==> config.mk <==
export PLATFORM = sky130hd
export DESIGN_NAME = core_ctrl
export DESIGN_NICKNAME = d
export VERILOG_FILES = /design/src/rtl/core_ctrl.sv
export SDC_FILE = /design/constraint.sdc
export NUM_CORES = 1
export LEC_CHECK = 0
export ABC_CLOCK_PERIOD_IN_PS = 2700
export BUFFER_PORTS_ARGS = -buffer_cell sky130_fd_sc_hd__buf_4
export CELL_PAD_IN_SITES_DETAIL_PLACEMENT = 0
export CELL_PAD_IN_SITES_GLOBAL_PLACEMENT = 1
export CORE_MARGIN = 2
export CORE_UTILIZATION = 41
export DETAILED_ROUTE_END_ITERATION = 10
export PLACE_DENSITY_LB_ADDON = 0.08
export SYNTH_ARGS = -nofsm -noshare
export SYNTH_HDL_FRONTEND = slang
export SYNTH_SLANG_ARGS = --single-unit
==> constraint.sdc <==
create_clock -name mc_clk -period 2.7 [get_ports mc_clk]
set_input_delay 0 -clock mc_clk [delete_from_list [all_inputs] [get_ports mc_clk]]
set_output_delay 0 -clock mc_clk [all_outputs]
set_load 0.02 [all_outputs]
==> src/rtl/core_ctrl.sv <==
// Job sequencer for the memory controller and processing unit: walks each
// operand pair through store/transfer/process, then drains the pipe.
module core_ctrl #(
    parameter logic [7:0] WDOG_MAX = 8'd255
) (
    input  logic       mc_clk,
    input  logic       mc_reset,
    input  logic       cc_start,
    input  logic       cc_abort,
    input  logic [5:0] cc_length,
    input  logic       mc_done,
    input  logic       mc_data_done,
    input  logic       pu_done,
    output logic [2:0] mc_data_contition,
    output logic [5:0] mc_data_length,
    output logic       pu_load,
    output logic       pu_start,
    output logic       cc_busy,
    output logic       cc_done,
    output logic       cc_error,
    output logic [5:0] cc_pair_count
);

    typedef enum logic [2:0] {
        S_IDLE   = 3'd0,
        S_STORE  = 3'd1,
        S_XFER   = 3'd2,
        S_PROC   = 3'd3,
        S_DRAIN1 = 3'd4,
        S_DRAIN2 = 3'd5,
        S_DRAIN3 = 3'd6
    } state_t;

    state_t     state_reg, state_next;
    logic [7:0] wdog_reg, wdog_next;
    logic [5:0] length_next;
    logic [5:0] pair_count_next;
    logic       error_next;
    logic [2:0] cmd_next;
    logic       pu_load_next, pu_start_next, busy_next, done_next;
    logic       in_wait, wdog_hit;

    function automatic logic [2:0] cmd_of(input state_t s);
        case (s)
            S_STORE:  cmd_of = 3'b100;
            S_XFER:   cmd_of = 3'b010;
            S_PROC:   cmd_of = 3'b001;
            S_DRAIN1: cmd_of = 3'b010;
            S_DRAIN2: cmd_of = 3'b001;
            default:  cmd_of = 3'b000;
        endcase
    endfunction

    // The watchdog counter restarts on every state change, so it doubles as
    // the "cycles spent in this state" index used to mask stale flags.
    always_comb begin
        state_next      = state_reg;
        length_next     = mc_data_length;
        pair_count_next = cc_pair_count;
        error_next      = cc_error;
        in_wait         = (state_reg == S_STORE) || (state_reg == S_XFER) ||
                          (state_reg == S_PROC);
        wdog_hit        = in_wait &&
                          (({1'b0, wdog_reg} + 9'd1) >= {1'b0, WDOG_MAX});

        case (state_reg)
            S_IDLE: begin
                if (cc_start) begin
                    length_next     = cc_length;
                    pair_count_next = 6'd0;
                    error_next      = 1'b0;
                    state_next      = S_STORE;
                end
            end
            S_STORE, S_XFER, S_PROC: begin
                if (cc_abort || wdog_hit) begin
                    error_next = 1'b1;
                    state_next = S_DRAIN1;
                end else begin
                    case (state_reg)
                        S_STORE: begin
                            if (mc_done) state_next = S_XFER;
                        end
                        S_XFER: begin
                            if (mc_done && (wdog_reg != 8'd0))
                                state_next = mc_data_done ? S_DRAIN1 : S_PROC;
                        end
                        default: begin
                            // pu_done only counts once the pu_start cycle is over
                            if (pu_done && (wdog_reg >= 8'd2)) begin
                                if (cc_pair_count != 6'd63)
                                    pair_count_next = cc_pair_count + 6'd1;
                                state_next = S_XFER;
                            end
                        end
                    endcase
                end
            end
            S_DRAIN1: state_next = S_DRAIN2;
            S_DRAIN2: state_next = S_DRAIN3;
            default:  state_next = S_IDLE;
        endcase

        if (state_next != state_reg)
            wdog_next = 8'd0;
        else if (in_wait)
            wdog_next = wdog_reg + 8'd1;
        else
            wdog_next = 8'd0;

        cmd_next      = cmd_of(state_next);
        pu_load_next  = (state_next == S_PROC) && (state_reg != S_PROC);
        pu_start_next = (state_next == S_PROC) && (state_reg == S_PROC) &&
                        (wdog_reg == 8'd0);
        busy_next     = (state_next != S_IDLE);
        done_next     = (state_next == S_DRAIN3);
    end

    always_ff @(posedge mc_clk or posedge mc_reset) begin
        if (mc_reset) begin
            state_reg         <= S_IDLE;
            wdog_reg          <= 8'd0;
            mc_data_contition <= 3'b000;
            mc_data_length    <= 6'd0;
            pu_load           <= 1'b0;
            pu_start          <= 1'b0;
            cc_busy           <= 1'b0;
            cc_done           <= 1'b0;
            cc_error          <= 1'b0;
            cc_pair_count     <= 6'd0;
        end else begin
            state_reg         <= state_next;
            wdog_reg          <= wdog_next;
            mc_data_contition <= cmd_next;
            mc_data_length    <= length_next;
            pu_load           <= pu_load_next;
            pu_start          <= pu_start_next;
            cc_busy           <= busy_next;
            cc_done           <= done_next;
            cc_error          <= error_next;
            cc_pair_count     <= pair_count_next;
        end
    end

endmodule

=== Word level (Yosys, flattened, before mapping) ===
Index checks and enable logic that the tools add are counted.
W data, S select, Z words.

* Magnitude comparators: 2
* Reduce and logical (&&, ||, !) cells: 21
* Add/sub/neg operators: 3
* Equal/unequal tests: 20
* Muxes and demuxes: 20

{| class="wikitable"
|+ Operators with widths
! operator !! number
|-
| $mux W6 || 5
|-
| $mux W3 || 6
|-
| $mux W8 || 2
|-
| $eq A3 B3 Y1 const B || 5
|-
| $eq A3 B2 Y1 const B || 4
|-
| $ne A2 B2 Y1 const B || 6
|-
| $pmux W3 S4 || 1
|-
| $pmux W6 S2 || 1
|-
| $add A8 B1 Y9 const B || 1
|-
| $ge A9 B8 Y1 const B || 1
|-
| $pmux W3 S3 || 1
|-
| $add A8 B1 Y8 const B || 1
|-
| $ge A8 B2 Y1 const B || 1
|-
| $logic_not A8 Y1 || 1
|-
| $reduce_bool A8 Y1 || 1
|-
| $add A6 B1 Y6 const B || 1
|-
| $eq A3 B1 Y1 const B || 2
|-
| $logic_and A1 B1 Y1 || 6
|-
| $ne A6 B6 Y1 const B || 1
|-
| $pmux W3 S2 || 1
|-
| $reduce_and A6 Y1 || 1
|-
| $reduce_or A2 Y1 || 3
|-
| $logic_not A3 Y1 || 1
|-
| $logic_or A1 B1 Y1 || 3
|-
| other kinds (9) || 10
|}

* Flip-flop bits (word level): 31
* Bits of input ports: 13
* Logic and storage cells: 76
* Output and inout bits: 20

=== Logic depth before layout (Yosys ltp) ===
Gate-level depths: netlist of the first run.

* Depth in word-level cells: 10
* Gate-level depth with buffers: 9
* Depth with buffers taken out: 8

=== Worst setup path before layout of the first run ===
OpenSTA, ideal clock, no wires.

* Path kind: register -> register
* Start: register wdog_reg[0]
* End: register pu_start
* Clock period less this slack: 2,303 ps
* Data required time: 2,593 ps
* Library setup time: 107 ps
* Setup slack: 397 ps
* Cell stages (with the launch flop): 8
* Path buffers: 1
* Data arrival time: 2,196 ps
* Cell sequence: dfrtp_1 -> ha_1 -> and4_1 -> a31oi_1 -> a21bo_1 -> or3_1 -> buf_6 -> a2111oi_4

* Longest elaborated chain between the ends: 9
* Elaborated cells on any way between the ends: 17
* Classes of those cells: add/sub (1); order compare (2); eq/ne (1); mux (5); reduce/logical (8)

{| class="wikitable"
|+ Ends and longest elaborated chain
! element !! line !! source
|-
| start: declaration || 35 || <nowiki>logic [7:0] wdog_reg, wdog_next;</nowiki>
|-
| start signal: assignment || 133 || <nowiki>wdog_reg <= wdog_next;</nowiki>
|-
| $add A8 B1 Y9 (tied with other cells) || 64 || <nowiki>(({1'b0, wdog_reg} + 9'd1) >= {1'b0, WDOG_MAX});</nowiki>
|-
| $ge A9 B8 Y1 (tied with other cells) || 64 ||
|-
| $logic_and A1 B1 Y1 (tied with other cells) || 63 || <nowiki>wdog_hit = in_wait &&</nowiki>
|-
| $logic_or A1 B1 Y1 or $pmux W3 S2 (tied branches) || 76, 80 ||
|-
| $mux W3 || 76 || <nowiki>if (cc_abort || wdog_hit) begin</nowiki>
|-
| $pmux W3 S4 || 66 || <nowiki>case (state_reg)</nowiki>
|-
| $eq A3 B2 Y1 || 113 || <nowiki>pu_start_next = (state_next == S_PROC) && (state_reg == S_PROC) &&</nowiki>
|-
| $logic_and A1 B1 Y1 || 113 ||
|-
| $logic_and A1 B1 Y1 (*) || 113 ||
|-
| via pu_start_next || 40 || <nowiki>logic pu_load_next, pu_start_next, busy_next, done_next;</nowiki>
|-
| end signal: assignment || 137 || <nowiki>pu_start <= pu_start_next;</nowiki>
|-
| end: declaration || 17 || <nowiki>output logic pu_start,</nowiki>
|}

The timed path passes the listed nets; every way through them passes the cells marked *.
A chain may end at the register's enable or synchronous reset.

=== Worst setup path in the final report of the first run ===
Same ends and word-level chain as after synthesis.

==> results of run 1 <==
-- cell usage in the layout, fill, tap and decap left out, types with 3 or more instances in the layout --
master         synthesis  final
inv_1                 10     10
clkbuf_8               0      5
nor2_1                16     16
buf_4                  0     34
o21ai_1                5      5
mux2i_1                4      4
nand4_1                3      3
dfrtp_1               31     31
xnor2_1                3      3
o21ai_0                6      6
ha_1                   4      4
dlygate4sd3_1          0      7
nand3_1                5      5
nand2_1               33     33
a21oi_1               11     11
nand2b_1               4      4
-- power groups by stage --
stage | Clock, W | Sequential, W | Combinational, W
final | 0.000348 | 0.000697 | 0.000727
after global routing | 0.000390 | 0.000719 | 0.000798
after CTS | 0.000362 | 0.000696 | 0.000733
after detailed placement | 0 | 0.000705 | 0.000723
after global placement | 0 | 0.000701 | 0.000722
after floorplan | 0 | 0.000760 | 0.000421
-- area by class of cell --
class | count | share of cell area
inverters | 11 | 0.0190
flip-flops and latches | 31 | 0.357
clock inverters | 1 | 0.00230
well taps | 50 | 0.0288
clock buffers | 7 | 0.0351
repair buffers | 41 | 0.150
multi-input cells | 136 | 0.408
-- per-stage QoR --
stage / instances / util / power [W] / hold slack (ns)
3_3_place_gp: 262 / 0.502 / 0.00142 / 0.110
3_5_place_dp: 262 / 0.502 / 0.00143 / 0.115
6_report: 277 / 0.539 / 0.00177 / 0.0135
4_1_cts: 277 / 0.539 / 0.00179 / 0.00622
2_1_floorplan: 184 / - / 0.00118 / 0.104
5_1_grt: 277 / 0.539 / 0.00191 / 0.0309
-- how the worst min path moves through the flow --
stage,end,cells past startpoint,slack (ns),from
global placement,mc_data_length[1],3,0.11,mc_reset
finish,state_reg[0],3,0.01,cc_start
floorplan,cc_busy,1,0.10,mc_reset
global route,state_reg[0],3,0.03,cc_start
CTS,state_reg[0],3,0.006,cc_start
detailed placement,mc_data_length[2],3,0.12,mc_reset
-- logic make-up (layout without fill, tap and decap cells) --
kind of cell / Yosys count / after routing / synth area share
mux: 5 / 5 / 0.0296
buf+inv: 17 / 60 / 0.0418
xor+xnor: 4 / 4 / 0.0202
simple gates: 81 / 81 / 0.235
compound gates: 42 / 42 / 0.198
flops: 31 / 31 / 0.447
fa+ha+maj: 4 / 4 / 0.0288
-- tightest hold or removal path, cell delays in order --
cell and delay (ns):
buf_4 0.09, o21ai_0 0.09, nand2_1 0.08
-- routing by layer --
| metal | GRT usage | wire length, um | up-vias |
|---|---|---|---|
| li1 | - | - | 731 |
| met1 | 0.212 | 1630 | 700 |
| met2 | 0.297 | 1970 | 33 |
| met3 | 0.0439 | 148 | 8 |
| met4 | 0.0850 | 82 | 0 |
| met5 | 0 | 0 | - |
==> run_results.csv, run 1 <==
group,metric,value,unit
synthesis,ys_warn_count,0,
worst_setup_path,cp.arrival,2.70,ns
global_routing,antenna_found_initial,0,
timing,rsz0062_at_grt,"no",
timing,final-hold-violation-count,0,
finish,final_design_area_no_fill,0.00217,sq mm
routing,drc,0,
synthesis,synth_top_area_share,0.447,
worst_setup_path,crit_path_max_fanout,8,
power_and_ir_drop,sw_frac_of_total,0.403,
synthesis,synth_edf_count,0,
routing,drtIter0Drc,84,
worst_setup_path,path_delay_family,"simple AND/OR/NAND/NOR gates",
power_and_ir_drop,seqPwrFrac,0.393,
timing,fin_skew,0.00329,ns
worst_setup_path,r2r_setup_slack,0.18,ns
die,rows,23,
clock_network,clock_sinks,31,
synthesis,synth_area_leaders,"dfrtp_1, nand2_1, nor2_1",
timing,tns,0,ns
synthesis,synth-main-ff-cell,"dfrtp_1",
global_routing,grt_pass1_wl,6.73,mm
clock_network,ctsResizeCount,0,
finish,largest_register_ffs,8,
worst_setup_path,worstSetupStartpoint,"wdog_reg[0]",
synthesis,synth_most_common_cell,"nand2_1",
worst_setup_path,required,2.87,ns
routing,route.vias.total,1472,
clock_network,h-tree-depth,2,
power_and_ir_drop,pwr-share-comb,0.410,
die,die_w,69.1,um
routing,ant_nets,0,
synthesis,synth_fp_nets,201,
power_and_ir_drop,pwr-share-clk,0.197,
timing,finalSetupViolations,0,
finish,syn2layout_area_growth,25.2,%
synthesis,ys_seq_elements,31,
routing,viasPerCell,5.31,
synthesis,netlist_area,0.00174,sq mm
clock_network,cts_hold_buf,7,
die,ios,33,
placed_design,dp.final_hpwl,2.75,mm
placed_design,place_congestion,0.799,
finish,nets,243,
finish,seq_area,776,sq um
global_routing,grt_start_max_net_pins,32,
worst_setup_path,reg2reg_depth,7,
routing,finalWirelength,3.83,mm
finish,multiInputGateArea,887,sq um
worst_setup_path,cp_slowest_cell,"or3_1",
routing,wl_per_cell,13.8,um
synthesis,synth_commonest_cells,"nand2_1, dfrtp_1, nor2_1",
placed_design,pre_cts_slack,0.204,ns
timing,period_needed,2.52,ns
finish,num_antenna_cells,0,
worst_setup_path,rr_endpoint,"pu_start",
timing,final_max_slew_viol_count,0,
timing,fin_ws,0.178,ns
routing,drt-pass1-iter-count,4,
global_routing,track_usage,0.177,
run_status,status,"finished, final reports clean",
power_and_ir_drop,p_int,0.00106,W
synthesis,async_flop_share,1.00,
placed_design,placed_area,0.00202,sq mm
synthesis,netlist_instances,184,
clock_network,cts.clk_slew.worst_paths,0.06,ns
die,start_util,0.431,
worst_setup_path,worst-path-buf-inv,0,
synthesis,synth_seq_area_share,0.447,
global_routing,grt_pass1_vias,1460,
worst_setup_path,cp.depth,7,
worst_setup_path,crit_type,"flop to flop",
power_and_ir_drop,ir_drop,0.404,mV
finish,nFillCells,387,
synthesis,synth_area_leader_cell,"dfrtp_1",
clock_network,clockBufferDepth,2,
die,die_y,69.1,um
placed_design,io_buffers,32,
finish,drive_above_1_share,0.238,
clock_network,cts_setup_buffers,0,
worst_setup_path,cp-end-kind,"flop",
timing,slew_headroom,0.621,
global_routing,overflow,0,
clock_network,clock_latency,0.28,ns
worst_setup_path,cp-endpoint,"pu_start",
worst_setup_path,start_kind,"flop",
power_and_ir_drop,p_sw,0.000713,W
timing,final.period_utilization,0.934,
run,max_cap_violations,0,
worst_setup_path,crit_chain,"ha_1 > and4_1 > nand4b_1 > a311oi_2 > a21bo_1 > or3_1 > a2111oi_4",
die,core,0.00403,sq mm
timing,max_freq,396,MHz
power_and_ir_drop,p_per_area,815,mW/mm^2
synthesis,syn_area_per_cell,9.43,sq um
worst_setup_path,reg2reg_from,"wdog_reg[0]",
clock_network,cts_root_buffer,"clkbuf_8",
worst_setup_path,max_stage_delay,0.48,ns
clock_network,tritoncts,"built",
clock_network,cts_buffers,5,
power_and_ir_drop,leakage,0.992,nW
timing,worst_pin_slew,0.567,ns
min_path,hp-class,"primary input to flop",
die,die-area,0.00477,sq mm
synthesis,ys_types,52,
Note: power is estimated with default switching activity, not from simulation.
==> run 2, diff against run 1 <==
Settings changed: ABC_AREA set to 1, ABC_CLOCK_PERIOD_IN_PS 2700 to 2750, CORE_UTILIZATION 41 to 39.
Clock period 2.7 ns to 2.75 ns, I/O delays scaled along.
==> run 2 against run 1 <==
Against the previous run:
- synthesized area is 1.9% lower
- via count is 2.1% higher
- flip-flop and latch count unchanged
- clock skew fell by 0.00065 ns
- cell area down 0.69%
==> run_results.csv, run 2 <==
group,metric,value,unit
timing,final.period_utilization,0.726,
run_status,status,"finished, final reports clean",
power_and_ir_drop,leakage,1.10,nW
synthesis,ys_types,24,
routing,routed-wl-met3,119,um
placed_design,io_buffers,32,
clock_network,clock_latency,0.28,ns
routing,drt-pass1-iter-count,4,
global_routing,grt_pass1_wl,6.23,mm
clock_network,clock_sinks,31,
worst_setup_path,crit_chain,"inv_1 > ha_1 > a21oi_1 > nor2_1 > nand3_1 > nor2_1 > nand2_1 > nand2_2 > nand2_1 > nand3_2 > nand2_2 > nand2_2 > nand2_2 > nand3_4 > nor2_1",
timing,rsz0062_at_grt,"no",
global_routing,overflow,0,
min_path,hp-class,"primary input to flop",
synthesis,async_flop_share,1.00,
synthesis,ys_warn_count,0,
global_routing,antenna_found_initial,0,
synthesis,synth_fp_nets,241,
timing,tns,0,ns
placed_design,place_congestion,0.775,
global_routing,grt_pass1_vias,1388,
synthesis,synth_commonest_cells,"nand2_1, inv_1, dfrtp_1",
synthesis,synth_edf_count,0,
die,rows,24,
synthesis,synth_seq_area_share,0.456,
worst_setup_path,cp.depth,15,
routing,ant_nets,0,
synthesis,netlist_area,0.00170,sq mm
synthesis,synth_most_common_cell,"nand2_1",
worst_setup_path,required,2.96,ns
worst_setup_path,crit_path_max_fanout,8,
worst_setup_path,crit_top_cell,"nand2_2",
worst_setup_path,start_kind,"flop",
worst_setup_path,max_stage_delay,0.40,ns
finish,num_antenna_cells,0,
clock_network,ctsResizeCount,0,
power_and_ir_drop,ir_drop,0.553,mV
clock_network,tritoncts,"built",
clock_network,h-tree-depth,2,
die,ios,33,
timing,finalSetupViolations,0,
finish,largest_register_ffs,8,
timing,period_needed,2.00,ns
global_routing,grt_start_max_net_pins,20,
timing,worst_pin_slew,0.593,ns
global_routing,track_usage,0.162,
power_and_ir_drop,p_per_area,958,mW/mm^2
timing,holdWs,0.0969,ns
routing,drc,0,
finish,drive_above_1_share,0.196,
routing,drt-met1-wl,1.73,mm
die,die_w,70.1,um
power_and_ir_drop,total_power,0.00207,W
synthesis,syn_area_per_cell,7.60,sq um
finish,mostFrequentLayoutCells,"nand2_1, inv_1, buf_4, dfrtp_1, nor2_1",
routing,drtIter0Drc,79,
synthesis,synth-main-ff-cell,"dfrtp_1",
die,core,0.00429,sq mm
routing,wl_per_cell,11.5,um
clock_network,clockBufferDepth,2,
min_path,hold_path_depth,3,
worst_setup_path,worst-path-buf-inv,1,
clock_network,cts_root_buffer,"clkbuf_8",
synthesis,ys_seq_elements,31,
clock_network,cts.clk_slew.worst_paths,0.06,ns
worst_setup_path,cp_slowest_cell,"dfrtp_1",
clock_network,cts_setup_buffers,0,
placed_design,dp.final_hpwl,2.81,mm
timing,final-hold-violation-count,0,
routing,route.vias.total,1503,
finish,nets,287,
run,max_cap_violations,0,
timing,slew_headroom,0.605,
synthesis,synth_area_leaders,"dfrtp_1, nand2_1, inv_1",
routing,wl_met2,1.82,mm
routing,finalWirelength,3.72,mm
synthesis,synth_top_area_share,0.456,
routing,routed.top_layer,"met4",
finish,nFillCells,460,
timing,max_freq,501,MHz
synthesis,netlist_instances,224,
timing,fin_skew,0.00265,ns
worst_setup_path,crit_type,"flop to flop",
timing,final_max_slew_viol_count,0,
clock_network,cts_buffers,5,
worst_setup_path,cp.arrival,2.21,ns
finish,mostFrequentLayoutCell,"nand2_1",
synthesis,synth_area_leader_cell,"dfrtp_1",
die,die-area,0.00491,sq mm
worst_setup_path,cp-end-kind,"flop",
die,die_y,70.1,um
worst_setup_path,path_delay_family,"simple AND/OR/NAND/NOR gates",
routing,viasPerCell,4.65,
worst_setup_path,reg2reg_depth,15,
die,start_util,0.397,
finish,syn2layout_area_growth,26.7,%
[run 2: cell count changes after synthesis, moves of 3 or more]
cell,before,now
nand2b_1,4,0
inv_1,10,35
xor2_1,1,4
xnor2_1,3,0
clkbuf_1,4,1
nand3_1,5,19
nand2_2,1,6
nor2_1,16,23
nand4_1,3,6
a21oi_1,11,5
mux2i_1,4,0
nand2_1,33,63
[run 2: stage by stage]
step | instances | utilization | area [sq um] | setup WS, ns
5_1_grt | 323 | 0.503 | 2160 | 0.481
4_1_cts | 323 | 0.503 | 2160 | 0.735
2_1_floorplan | 224 | - | 1700 | 0.990
3_3_place_gp | 307 | 0.465 | 2000 | 0.764
3_5_place_dp | 307 | 0.465 | 2000 | 0.762
6_report | 323 | 0.503 | 2160 | 0.754
[run 2: cell families after synthesis]
group,Yosys count,share of synthesized area
AND/OR/NAND/NOR,127,0.339
buffers and inverters,38,0.0926
flip-flops,31,0.456
AO/OA/AOI/OAI,20,0.0625
XOR/XNOR,4,0.0206
adder cells (fa/ha/maj),4,0.0294
[run 2: worst register-to-register path: stages (launching register included)]
cell and delay (ns):
dfrtp_1 0.40, inv_1 0.11, ha_1 0.32, a21oi_1 0.16, nor2_1 0.05, nand3_1 0.07
nor2_1 0.04, nand2_1 0.06, nand2_2 0.07, nand2_1 0.09, nand3_2 0.08, nand2_2 0.12
nand2_2 0.06, nand2_2 0.07, nand3_4 0.12, nor2_1 0.12
[run 2: final cells by class]
cell class                      instances  area [sq um]  area share
Timing Repair Buffer                   42           335       0.155
Tap cell                               52          65.1      0.0301
Clock inverter                          1          5.00     0.00232
Sequential cell                        31           776       0.359
Multi-Input combinational cell        155           769       0.357
Inverter                               35           131      0.0609
Clock buffer                            7          76.3      0.0354
[run 2: power by group]
part,internal (W),switching (W),total (W)
registers,0.000603,0.000110,0.000714
logic,0.000373,0.000644,0.00102
clock network,0.000177,0.000160,0.000337
total,0.00115,0.000914,0.00207
[run 2: worst paths after layout]
kind                                         from           endpoint  slack, ns
worst max-delay path                  wdog_reg[0]        wdog_reg[6]       0.75
worst min-delay path                     cc_start       state_reg[0]        0.1
worst max register to register        wdog_reg[0]        wdog_reg[6]       0.75
worst min register to register  mc_data_length[1]  mc_data_length[1]       0.48
max in group asynchronous                mc_reset            cc_done       1.76
min in group asynchronous                mc_reset   cc_pair_count[5]       0.35
[run 2: repair_timing]
action | in CTS | in global routing
endpoints found under the setup margin | 0 | 0
hold buffers | 8 | 0
endpoints found under the hold margin | 21 | 0
[run 2: per-layer routing]
layer,track usage,vias to the layer above
met4,0.0491,0
met3,0.0563,4
met1,0.216,689
met2,0.250,17
li1,-,793
met5,0,-
==> run 3, diff against run 2 <==
Settings changed: ABC_CLOCK_PERIOD_IN_PS 2750 to 1750, CORE_UTILIZATION 39 to 35.
Clock period 2.75 ns to 1.75 ns, I/O delays scaled along.
==> run 3 against run 2 <==
Against the previous run:
- the run now ends with negative setup slack left
- cell count is 11% higher
- power grew 80%
- flip-flop and latch count is the same
- die area rose by 11%
- critical endpoint is now cc_pair_count[2]
==> run_results.csv, run 3 (same netlist as run 2, synthesis figures left out) <==
group,metric,value,unit
min_path,hold_path_depth,4,
die,rows,25,
finish,mostFrequentLayoutCells,"buf_4, nand2_1, inv_1, dfrtp_1, nor2_1",
timing,fin_ws,-0.217,ns
clock_network,h-tree-depth,2,
global_routing,overflow,0,
global_routing,antenna_found_initial,0,
die,die-area,0.00544,sq mm
timing,tns,-3.41,ns
finish,nFillCells,458,
die,core,0.00469,sq mm
finish,syn2layout_area_growth,47.7,%
worst_setup_path,start_kind,"flop",
worst_setup_path,reg2reg_from,"wdog_reg[0]",
die,start_util,0.363,
routing,drtIter0Drc,79,
placed_design,dp.final_hpwl,2.97,mm
worst_setup_path,worstSetupStartpoint,"wdog_reg[0]",
routing,wl_per_cell,11.7,um
global_routing,track_usage,0.171,
timing,slew_headroom,0.681,
power_and_ir_drop,leakage,1.28,nW
finish,multiInputGateArea,873,sq um
finish,seq_area,777,sq um
finish,largest_register_ffs,8,
run_status,violations,"negative setup slack",
worst_setup_path,required,1.95,ns
worst_setup_path,cp-end-kind,"flop",
global_routing,grt_pass1_vias,1547,
routing,finalWirelength,4.20,mm
timing,rsz0062_at_grt,"yes",
clock_network,clock_sinks,31,
timing,max_freq,508,MHz
clock_network,clock_latency,0.28,ns
routing,drt-pass1-iter-count,6,
timing,fin_skew,0.00825,ns
run_status,status,"finished, violations left",
timing,final.period_utilization,1.12,
clock_network,cts_root_buffer,"clkbuf_8",
placed_design,io_buffers,32,
timing,worst_pin_slew,0.473,ns
timing,final_max_slew_viol_count,0,
die,die_y,73.8,um
worst_setup_path,crit_path_max_fanout,6,
power_and_ir_drop,ir_drop,0.775,mV
routing,route.vias.total,1663,
routing,drc,0,
global_routing,grt_pass1_wl,7.11,mm
timing,final-hold-violation-count,0,
finish,drive_above_1_share,0.361,
finish,nets,321,
power_and_ir_drop,p_per_area,1480,mW/mm^2
clock_network,clockBufferDepth,2,
finish,mostFrequentLayoutCell,"buf_4",
clock_network,cts_buffers,5,
timing,finalSetupViolations,23,
placed_design,place_inst,336,
clock_network,cts.clk_slew.worst_paths,0.06,ns
die,ios,33,
min_path,hp-class,"primary input to flop",
routing,ant_nets,0,
min_path,hold_start,"cc_abort",
clock_network,tritoncts,"built",
worst_setup_path,crit_type,"flop to flop",
power_and_ir_drop,total_power,0.00372,W
routing,viasPerCell,4.63,
die,die_w,73.8,um
global_routing,grt_start_max_net_pins,32,
worst_setup_path,reg2reg_depth,13,
timing,period_needed,1.97,ns
worst_setup_path,cp.arrival,2.17,ns
placed_design,place_congestion,0.842,
placed_design,pre_cts_slack,-0.184,ns
run,max_cap_violations,0,
finish,fin_cells,359,
finish,num_antenna_cells,0,
==> run 3: cell types whose count changed in the layout (fill, tap and decap cells not counted), sizes merged <==
| cell | before | now |
|---|---|---|
| buf | 34 | 68 |
| and3 | 1 | 2 |
| dlygate4sd3 | 8 | 7 |
==> run 3: critical path: stages (launching register included) <==
cell and delay [ns]:
dfrtp_1 0.41, inv_2 0.13, ha_4 0.22, a21oi_2 0.12
nor2_1 0.06, nand3_1 0.08, nor2_1 0.05, nand2_1 0.06
nand2_2 0.07, buf_4 0.14, o21ai_4 0.14, and3_4 0.25
nand3_1 0.07, o21ai_1 0.09
==> run 3: final timing paths <==
path | endpoint | slack, ns
hold reg to reg | mc_data_length[2] | 0.49
setup / recovery | cc_pair_count[2] | -0.22
min in group asynchronous | mc_data_contition[2] | 0.34
max in group asynchronous | wdog_reg[1] | 1.07
setup reg to reg | cc_pair_count[2] | -0.22
hold / removal | cc_error | 0.08
==> run 3: what timing repair did <==
action                                  in CTS  in global routing
setup buffers                                1                  6
hold endpoints to repair                    37                  0
pin swaps                                    3                 16
endpoints found under the setup margin      22                 24
cloned                                       1                  0
hold buffers                                 7                  0
gates resized for setup                      8                 22
==> run 3: metal layers <==
layer | share of wire | track usage | vias up
li1 | - | - | 864
met1 | 0.50 | 0.242 | 761
met2 | 0.45 | 0.253 | 34
met3 | 0.042 | 0.0480 | 4
met4 | 0.011 | 0.0545 | 0
met5 | 0 | 0 | -
==> run 3: power by group <==
part	switching (W)	internal [W]
clock	0.000257	0.000279
sequential	0.000175	0.000948
combinational	0.00118	0.000882
total	0.00161	0.00211
==> run 3: final cells by class <==
cell class	count	share of cell area
Clock inverter	1	0.00199
Multi-Input combinational cell	156	0.347
Timing Repair Buffer	75	0.232
Clock buffer	7	0.0303
Inverter	35	0.0522
Tap cell	54	0.0269
Sequential cell	31	0.309
==> run 3: metrics by stage <==
step                      utilization  instance area (sq um)  hold slack, ns
final                           0.536                   2510          0.0837
after global placement          0.469                   2200           0.111
after global routing            0.536                   2510           0.106
after floorplan                     -                   1700           0.104
after detailed placement        0.469                   2200           0.116
after CTS                       0.511                   2400          0.0870
